**config.mk**
```make
export PLATFORM = sky130hd
export DESIGN_NAME = fnd_scan_driver
export DESIGN_NICKNAME = d
export VERILOG_FILES = /design/src/rtl/fnd_scan_driver.sv
export SDC_FILE = /design/constraint.sdc
export NUM_CORES = 1
export LEC_CHECK = 0
export ABC_AREA = 1
export BUFFER_PORTS_ARGS = -buffer_cell sky130_fd_sc_hd__buf_2
export CAP_MARGIN = 20
export CORE_MARGIN = 5
export CORE_UTILIZATION = 52
export CTS_CLUSTER_DIAMETER = 100
export DETAILED_ROUTE_END_ITERATION = 7
export PLACE_DENSITY_LB_ADDON = 0.1
export SKIP_CTS_REPAIR_TIMING = 1
export SLEW_MARGIN = 30
export SYNTH_ARGS = -nofsm -noshare
export SYNTH_HDL_FRONTEND = slang
export SYNTH_SLANG_ARGS = --single-unit
```
**constraint.sdc**
```tcl
create_clock -name iClk -period 2.16 [get_ports iClk]
set_clock_uncertainty 0.2 [all_clocks]
set_input_delay 0.432 -clock iClk [delete_from_list [all_inputs] [get_ports iClk]]
set_output_delay 0.432 -clock iClk [all_outputs]
set_load 0.01 [all_outputs]
```
**src/rtl/fnd_scan_driver.sv**
```systemverilog
// Multi-digit 7-segment scan driver: tear-free latched value, guarded digit slots,
// hex/dash decode, leading-zero blanking and selectable output polarity.
module fnd_scan_driver #(
    parameter int NUM_DIGITS      = 4,
    parameter int SCAN_DIV        = 1000,
    parameter int GUARD           = 2,
    parameter bit SEG_ACTIVE_HIGH = 1'b1,
    parameter bit DIG_ACTIVE_LOW  = 1'b1
) (
    input  logic                    iClk,
    input  logic                    iRsn,
    input  logic                    iEn,
    input  logic                    iLoad,
    input  logic [4*NUM_DIGITS-1:0] iData,
    input  logic [NUM_DIGITS-1:0]   iDp,
    input  logic                    iHexMode,
    input  logic                    iBlankLz,
    output logic [6:0]              oSeg,
    output logic                    oDp,
    output logic [NUM_DIGITS-1:0]   oDigit,
    output logic                    oFrameDone
);

    localparam int PW = $clog2(SCAN_DIV);
    localparam int IW = (NUM_DIGITS > 1) ? $clog2(NUM_DIGITS) : 1;
    localparam logic [PW-1:0]         P_LAST  = PW'(SCAN_DIV - 1);
    localparam logic [IW-1:0]         I_LAST  = IW'(NUM_DIGITS - 1);
    localparam logic [6:0]            SEG_OFF = {7{~SEG_ACTIVE_HIGH}};
    localparam logic                  DP_OFF  = ~SEG_ACTIVE_HIGH;
    localparam logic [NUM_DIGITS-1:0] DIG_OFF = {NUM_DIGITS{DIG_ACTIVE_LOW}};

    logic [PW-1:0]           r_presc;
    logic [IW-1:0]           r_idx;
    logic [4*NUM_DIGITS-1:0] r_pend_data, r_act_data;
    logic [NUM_DIGITS-1:0]   r_pend_dp, r_act_dp;

    logic                  w_slot_end, w_frame_end, w_in_guard;
    logic [NUM_DIGITS-1:0] w_zero, w_blank, w_sel;
    logic [3:0]            w_code;
    logic                  w_dp_sel, w_blank_sel, w_dp_on;
    logic [6:0]            w_pat;

    function automatic logic [6:0] seg_decode(input logic [3:0] code, input logic hex);
        logic [6:0] pat;
        case (code)
            4'h0: pat = 7'b1111110;
            4'h1: pat = 7'b0110000;
            4'h2: pat = 7'b1101101;
            4'h3: pat = 7'b1111001;
            4'h4: pat = 7'b0110011;
            4'h5: pat = 7'b1011011;
            4'h6: pat = 7'b1011111;
            4'h7: pat = 7'b1110010;
            4'h8: pat = 7'b1111111;
            4'h9: pat = 7'b1111011;
            4'hA: pat = 7'b1110111;
            4'hB: pat = 7'b0011111;
            4'hC: pat = 7'b1001110;
            4'hD: pat = 7'b0111101;
            4'hE: pat = 7'b1001111;
            default: pat = 7'b1000111;
        endcase
        if (code > 4'd9 && !hex) pat = 7'b0000001;
        return pat;
    endfunction

    assign w_slot_end  = (r_presc == P_LAST);
    assign w_frame_end = w_slot_end && (r_idx == I_LAST);
    assign w_in_guard  = ({1'b0, r_presc} < (PW+1)'(GUARD));

    // NOTE: sequential state uses <= so every register samples pre-edge values.
    always_ff @(posedge iClk or negedge iRsn) begin
        if (!iRsn) begin
            r_presc <= '0;
            r_idx   <= '0;
        end else if (!iEn) begin
            r_presc <= '0;
            r_idx   <= '0;
        end else if (w_slot_end) begin
            r_presc <= '0;
            r_idx   <= (r_idx == I_LAST) ? '0 : r_idx + 1'b1;
        end else begin
            r_presc <= r_presc + 1'b1;
        end
    end

    // NOTE: value registers are reset so the first frame after reset shows zeros, not X.
    always_ff @(posedge iClk or negedge iRsn) begin
        if (!iRsn) begin
            r_pend_data <= '0;
            r_pend_dp   <= '0;
            r_act_data  <= '0;
            r_act_dp    <= '0;
        end else begin
            if (iLoad) begin
                r_pend_data <= iData;
                r_pend_dp   <= iDp;
            end
            // Copy on the edge entering the digit-0 slot so a frame never mixes two loads.
            if (!iEn || w_frame_end) begin
                r_act_data <= r_pend_data;
                r_act_dp   <= r_pend_dp;
            end
        end
    end

    // NOTE: defaults first so no path leaves a signal unassigned and infers a latch.
    always_comb begin
        w_code   = '0;
        w_dp_sel = 1'b0;
        w_zero   = '0;
        w_sel    = '0;
        for (int i = 0; i < NUM_DIGITS; i++) begin
            w_zero[i] = (r_act_data[4*i +: 4] == 4'd0) && !r_act_dp[i];
            w_sel[i]  = (r_idx == IW'(i));
            if (w_sel[i]) begin
                w_code   = r_act_data[4*i +: 4];
                w_dp_sel = r_act_dp[i];
            end
        end
    end

    always_comb begin
        logic w_lead;
        w_blank = '0;
        w_lead  = iBlankLz;
        for (int i = NUM_DIGITS - 1; i >= 1; i--) begin
            w_lead     = w_lead && w_zero[i];
            w_blank[i] = w_lead;
        end
    end

    assign w_blank_sel = |(w_blank & w_sel);
    assign w_pat       = w_blank_sel ? 7'b0000000 : seg_decode(w_code, iHexMode);
    assign w_dp_on     = w_dp_sel && !w_blank_sel;

    always_ff @(posedge iClk or negedge iRsn) begin
        if (!iRsn) begin
            oSeg       <= SEG_OFF;
            oDp        <= DP_OFF;
            oDigit     <= DIG_OFF;
            oFrameDone <= 1'b0;
        end else if (!iEn) begin
            oSeg       <= SEG_OFF;
            oDp        <= DP_OFF;
            oDigit     <= DIG_OFF;
            oFrameDone <= 1'b0;
        end else begin
            oSeg       <= SEG_ACTIVE_HIGH ? w_pat : ~w_pat;
            oDp        <= SEG_ACTIVE_HIGH ? w_dp_on : ~w_dp_on;
            oDigit     <= w_in_guard ? DIG_OFF : (DIG_ACTIVE_LOW ? ~w_sel : w_sel);
            oFrameDone <= w_frame_end;
        end
    end

endmodule

```
* Word-level counts from Yosys, hierarchy flattened
Memory sizes are Yosys's and may differ from the RTL's. Cells that the tools add are included.
Storage, ports and cells: flip-flop bits (word level) 65, bits in latches 0, bits in writable memories 0, bits in read-only memories 112, input port bits 26, output and inout bits 13, word-level logic and storage cells 63, memories kept 1
Cells by class: add/subtract/negate cells 2, multipliers 0, divide/modulo/power cells 0, order comparisons 2, equality and inequality tests 5, shift-type cells 0, muxes and demuxes 20, bitwise logic cells 2, reductions and logical operators 21
Memories:
- (no name shown) | depth 16, width 7, rd ports 1, clocked after Yosys merged registers in 0, write ports 0, RTL line 45 | case (code)
Operators with widths (number):
- $mux W4 | 6
- $mux W7 | 3
- $mux W10 | 2
- $logic_not A4 Y1 | 3
- $add A10 B1 Y10 const B | 1
- $eq A10 B10 Y1 const B | 1
- $lt A10 B2 Y1 const B | 1
- $logic_and A1 B1 Y1 | 9
- $logic_not A1 Y1 | 6
- $mux W1 | 6
- $mux W2 | 3
- $and A4 B4 Y4 | 1
- $eq A2 B2 Y1 const B | 2
- $gt A4 B4 Y1 const B | 1
- $not A4 Y4 | 1
- $reduce_or A4 Y1 | 1
- $add A2 B1 Y2 const B | 1
- $eq A2 B1 Y1 const B | 1
- $logic_not A2 Y1 | 1
- $ne A2 B1 Y1 const B | 1
- $logic_or A1 B1 Y1 | 1

* Depth between registers and ports, before layout
word-level depth 10, gate-level depth with buffers 15, gate-level depth less buffers 15

* Worst setup path after synthesis
Ideal clock, no wire load.
kind reg2reg, start point register r_idx[0], end point register oSeg[5], setup time 118 ps, arrival 1855 ps, required time 1842 ps, setup slack -13 ps, cell stages (with the launch flop) 14, buffers on the path 1, clock period less this slack 2173 ps, cell sequence dfrtp_1 > inv_1 > ha_1 > buf_4 > inv_1 > nor2_1 > nor2_1 > a21boi_1 > ha_1 > nand3b_1 > nand2_1 > inv_1 > a21oi_1 > nor2_1
On the way: cells in the longest elaborated chain, start to end 10, elaborated cells between the ends (all ways) 16, those cells by class order compare: 1; eq/ne: 3; mux: 7; bitwise: 1; reduce/logical: 3; memory: 1
Ends and longest elaborated chain:
- from (decl) | RTL line 33 | logic [IW-1:0] r_idx;
- from (signal assigned) | RTL line 81 | r_idx <= (r_idx == I_LAST) ? '0 : r_idx + 1'b1;
- $logic_not A2 Y1 | RTL line 115 | w_sel[i] = (r_idx == IW'(i));
- $mux W4 (4 in a row) | RTL line 116 | if (w_sel[i]) begin
- $gt A4 B4 Y1 | RTL line 63 | if (code > 4'd9 && !hex) pat = 7'b0000001;
- $logic_and A1 B1 Y1 | RTL line 63
- $mux W7 | RTL line 63
- $mux W7 (*) | RTL line 134 | assign w_pat = w_blank_sel ? 7'b0000000 : seg_decode(w_code, iHexMode);
- $mux W7 (*) | RTL line 143 | end else if (!iEn) begin
- to (signal assigned) | RTL line 149 | oSeg <= SEG_ACTIVE_HIGH ? w_pat : ~w_pat;
- to (decl) | RTL line 18 | output logic [6:0] oSeg,
Mark *: on every way between the ends. The rest lies on a longest branch, timed or not. A chain may end at the register's enable or synchronous reset.

* Final worst setup path
Same ends and word-level chain as after synthesis.

==> out/results.txt <==
Die width: 87.9 um
Max Slew Vio Count: 0
Detailed-placement wirelength estimate: 4510 um
Clock transition at path regs: 0.08 ns
Critical Path Stages: 12
Crit-path cells: inv_4, ha_4, inv_4, nor2_4, nor2_4, a21boi_2, ha_1, nand3b_1, nand2_1, inv_2, a21oi_1, nor2_1
CTS tree: yes
R2R depth: 12
Initial Util: 53.3%
Worst Path Buf+Inv: 3
Largest net degree at the start of global routing: 47
Status: finished with violations
Yosys cell types: 34
Final min period: 2.17 ns
Commonest cells post-synth: 90 x nand2_1, 61 x dfrtp_1, 43 x inv_1
Leak Pwr: 0.00195 uW
Sw power: 1190 uW
Sw Share: 31.5%
Combinational share of power: 28.2%
Die area: 0.00773 mm2
Critical path capture point type: flop
Slew at the pin closest to its max-slew limit: 0.599 ns
R2R Path End: oSeg[5]$_DFF_PN0_
Most used DFF post-synth: dfrtp_1
Slew Limit Headroom: 59.9%
Layout cell share with drive strength beyond 1: 35.0%
Vias per std cell: 4.91
Tcrit/Tclk final: 101%
FF-to-FF Start: r_idx[0]$_DFFE_PN0P_
Core footprint: 0.00592 mm2
Synthesized cell area: 0.00316 mm2
Clk network pwr share: 32.9%
Routed length per instance: 12.5 um
Row Count: 28
Htree depth: 3
Sequential-to-total area share from yosys stat: 51.7%
Area grow syn2layout: 24.8%
Hold_ws: 0.0983 ns
Maximum buffer depth of the clock tree: 2
Worst VDD drop: 0.503 mV
Delay-heaviest family, CP: flip-flops
Kind of critical path: flop to flop
Post-synth EDFFs: 0
Setup ws final: -0.0124 ns
RSZ-0062 raised after global routing: true
GRT Util Overall: 18.0%
Drc violations: 0
CP endpoint: oSeg[5]$_DFF_PN0_
Startpoint class of the critical path: flop
Register share of total power: 39.0%
Ranking of synthesized cells by area: dfrtp_1 48%, nand2_1 11%, o21ai_2 5.8%
Grt ovf: 0
Via count of the routed design: 2,462
Violated checks: setup timing
Detail Route Antenna Nets: 0
Setup-failing EPs final: 2
Syn avg cell area: 8.82 um2
IO buf count: 38
CP startpoint: r_idx[0]$_DFFE_PN0P_
Worst EP required: 2.19 ns
Cell Count, Final, Fillers Out: 501
Fmax: 460 MHz
Power Internal: 2590 uW
Max incr delay on CP: 0.47 ns
Worst EP arrival: 2.20 ns
Placer's final routability congestion estimate: 0.896
P per Cell Area: 959 mW/mm2
IO Count: 39
First-pass GRT wire length: 10,800 um
Endpoints failing hold: 0
Top cell type by total area after synthesis: dfrtp_1
# placed instances: 482
Vias in the first global route: 2,321
Total Wirelength: 6240 um
Synthesized instance count: 358
Clock root cell: clkbuf_8
Mapped Nets: 394
Yosys top cell area share: 48.3%
Antenna diodes: 0
Layout Nets: 457
CP max stage cell: dfrtp_2
Most numerous cell in the Yosys netlist: nand2_1
DRT Pass-1 Iters: 4
Max Cap Viol: 0
Crit-path max FO: 5
Clock Latency Late Sink: 0.34 ns
DRT iter0 DRCs: 78
TritonCTS sink count: 65
R2R Setup Slk: -0.01 ns
Setup_tns: -0.0168 ns
Initial antenna violation count: 0
Number of fill cells in the layout: 499
Inserted Clock Buffers: 9
Ys Warns: 0
Synth async-reset ratio: 100%
Post-synthesis register bit count: 65
Worst min-delay path class: input port to flop
Die extent in y: 87.9 um
[flip-flops by register name, summed over array words and instances, names as in the netlist, 2 cells and up]
register and count:
r_pend_data 16, r_act_dp 4, r_pend_dp 4, oSeg 7, r_idx 2, r_presc 10
r_act_data 16, oDigit 4
[layer usage]
metal	routed length [um]	GRT usage (%)	part of all wire (%)	up-vias
met2	2840	27.0	46	51
met5	0	0	0	-
met3	339	3.76	5.4	13
met1	2940	25.1	47	1136
li1	-	-	-	1262
met4	114	8.23	1.8	0
[worst min-delay path by stage]
stage / endpoint / slack, ns / startpoint / cells after the start
after floorplan: oDp$_DFF_PN0_ / -0.06 / iRsn / 0
after global placement: r_presc[6]$_DFF_PN0_ / 0.21 / iRsn / 1
after detailed placement: r_presc[6]$_DFF_PN0_ / 0.22 / iRsn / 1
after CTS: r_presc[6]$_DFF_PN0_ / -0.16 / iRsn / 1
after global routing: r_pend_data[0]$_DFFE_PN0P_ / 0.10 / iData[0] / 3
final: r_pend_dp[3]$_DFFE_PN0P_ / 0.1 / iDp[3] / 3
[placed cells by master (no fill, tap or decap), types with 2 or more instances in the layout]
cell,n
nor2_4,3
a21oi_2,3
nor2_2,4
buf_4,24
nand2_2,11
clkbuf_8,9
clkinv_2,2
ha_1,5
dfrtp_1,59
nand3_2,3
nand2_1,85
dfstp_2,4
nand2_4,3
inv_2,2
buf_2,38
bufinv_16,3
o21ai_0,23
ha_4,4
inv_1,38
nand3b_1,2
nor2_1,22
nand4_1,3
dfrtp_2,2
clkinvlp_4,2
o21ai_2,21
nor3_1,5
nor3b_1,3
a21oi_1,11
nand3_1,15
inv_4,4
[kinds of logic (layout without fill, tap and decap cells)]
group,after synthesis,count (layout),synth area share (%)
flops,65,65,51.7
fa+ha+maj,10,10,3.96
simple gates,162,162,23.2
compound gates,63,63,12.8
xor+xnor,1,1,0.277
buf+inv,57,125,8.08
[tightest hold or removal path, delay by kind of cell]
kind / cells / cell delay, ns
AND/OR/NAND/NOR: 1 / 0.04
AO/OA/AOI/OAI: 1 / 0.05
buffers and inverters: 1 / 0.08
[cell type report]
type	count	area (um2)	share of cell area, %
flip-flops and latches	65	1630	41.5
well taps	75	93.8	2.38
multi-input cells	236	1390	35.3
clock inverters	7	119	3.02
clock buffers	9	124	3.14
inverters	45	180	4.57
repair buffers	64	400	10.2
[stage by stage]
| step | cell area (um2) | worst slack [ns] | utilization (%) | power (uW) |
|---|---|---|---|---|
| global placement | 3560 | 0.0201 | 60.1 | 2410 |
| finish | 3940 | -0.0124 | 66.6 | 3780 |
| detailed placement | 3560 | -0.0530 | 60.1 | 2430 |
| global route | 3940 | -0.0954 | 66.6 | 4020 |
| floorplan | 3160 | 0.0243 | - | 2090 |
| CTS | 3800 | -0.0915 | 64.2 | 3690 |
[power groups by stage]
stage | Sequential, uW | Combinational [uW] | Clock [uW]
after floorplan | 1490 | 599 | 0
after global placement | 1480 | 935 | 0
after detailed placement | 1480 | 951 | 0
after CTS | 1460 | 959 | 1270
after global routing | 1490 | 1200 | 1320
final | 1470 | 1060 | 1240
(Power assumes the default switching activity.)
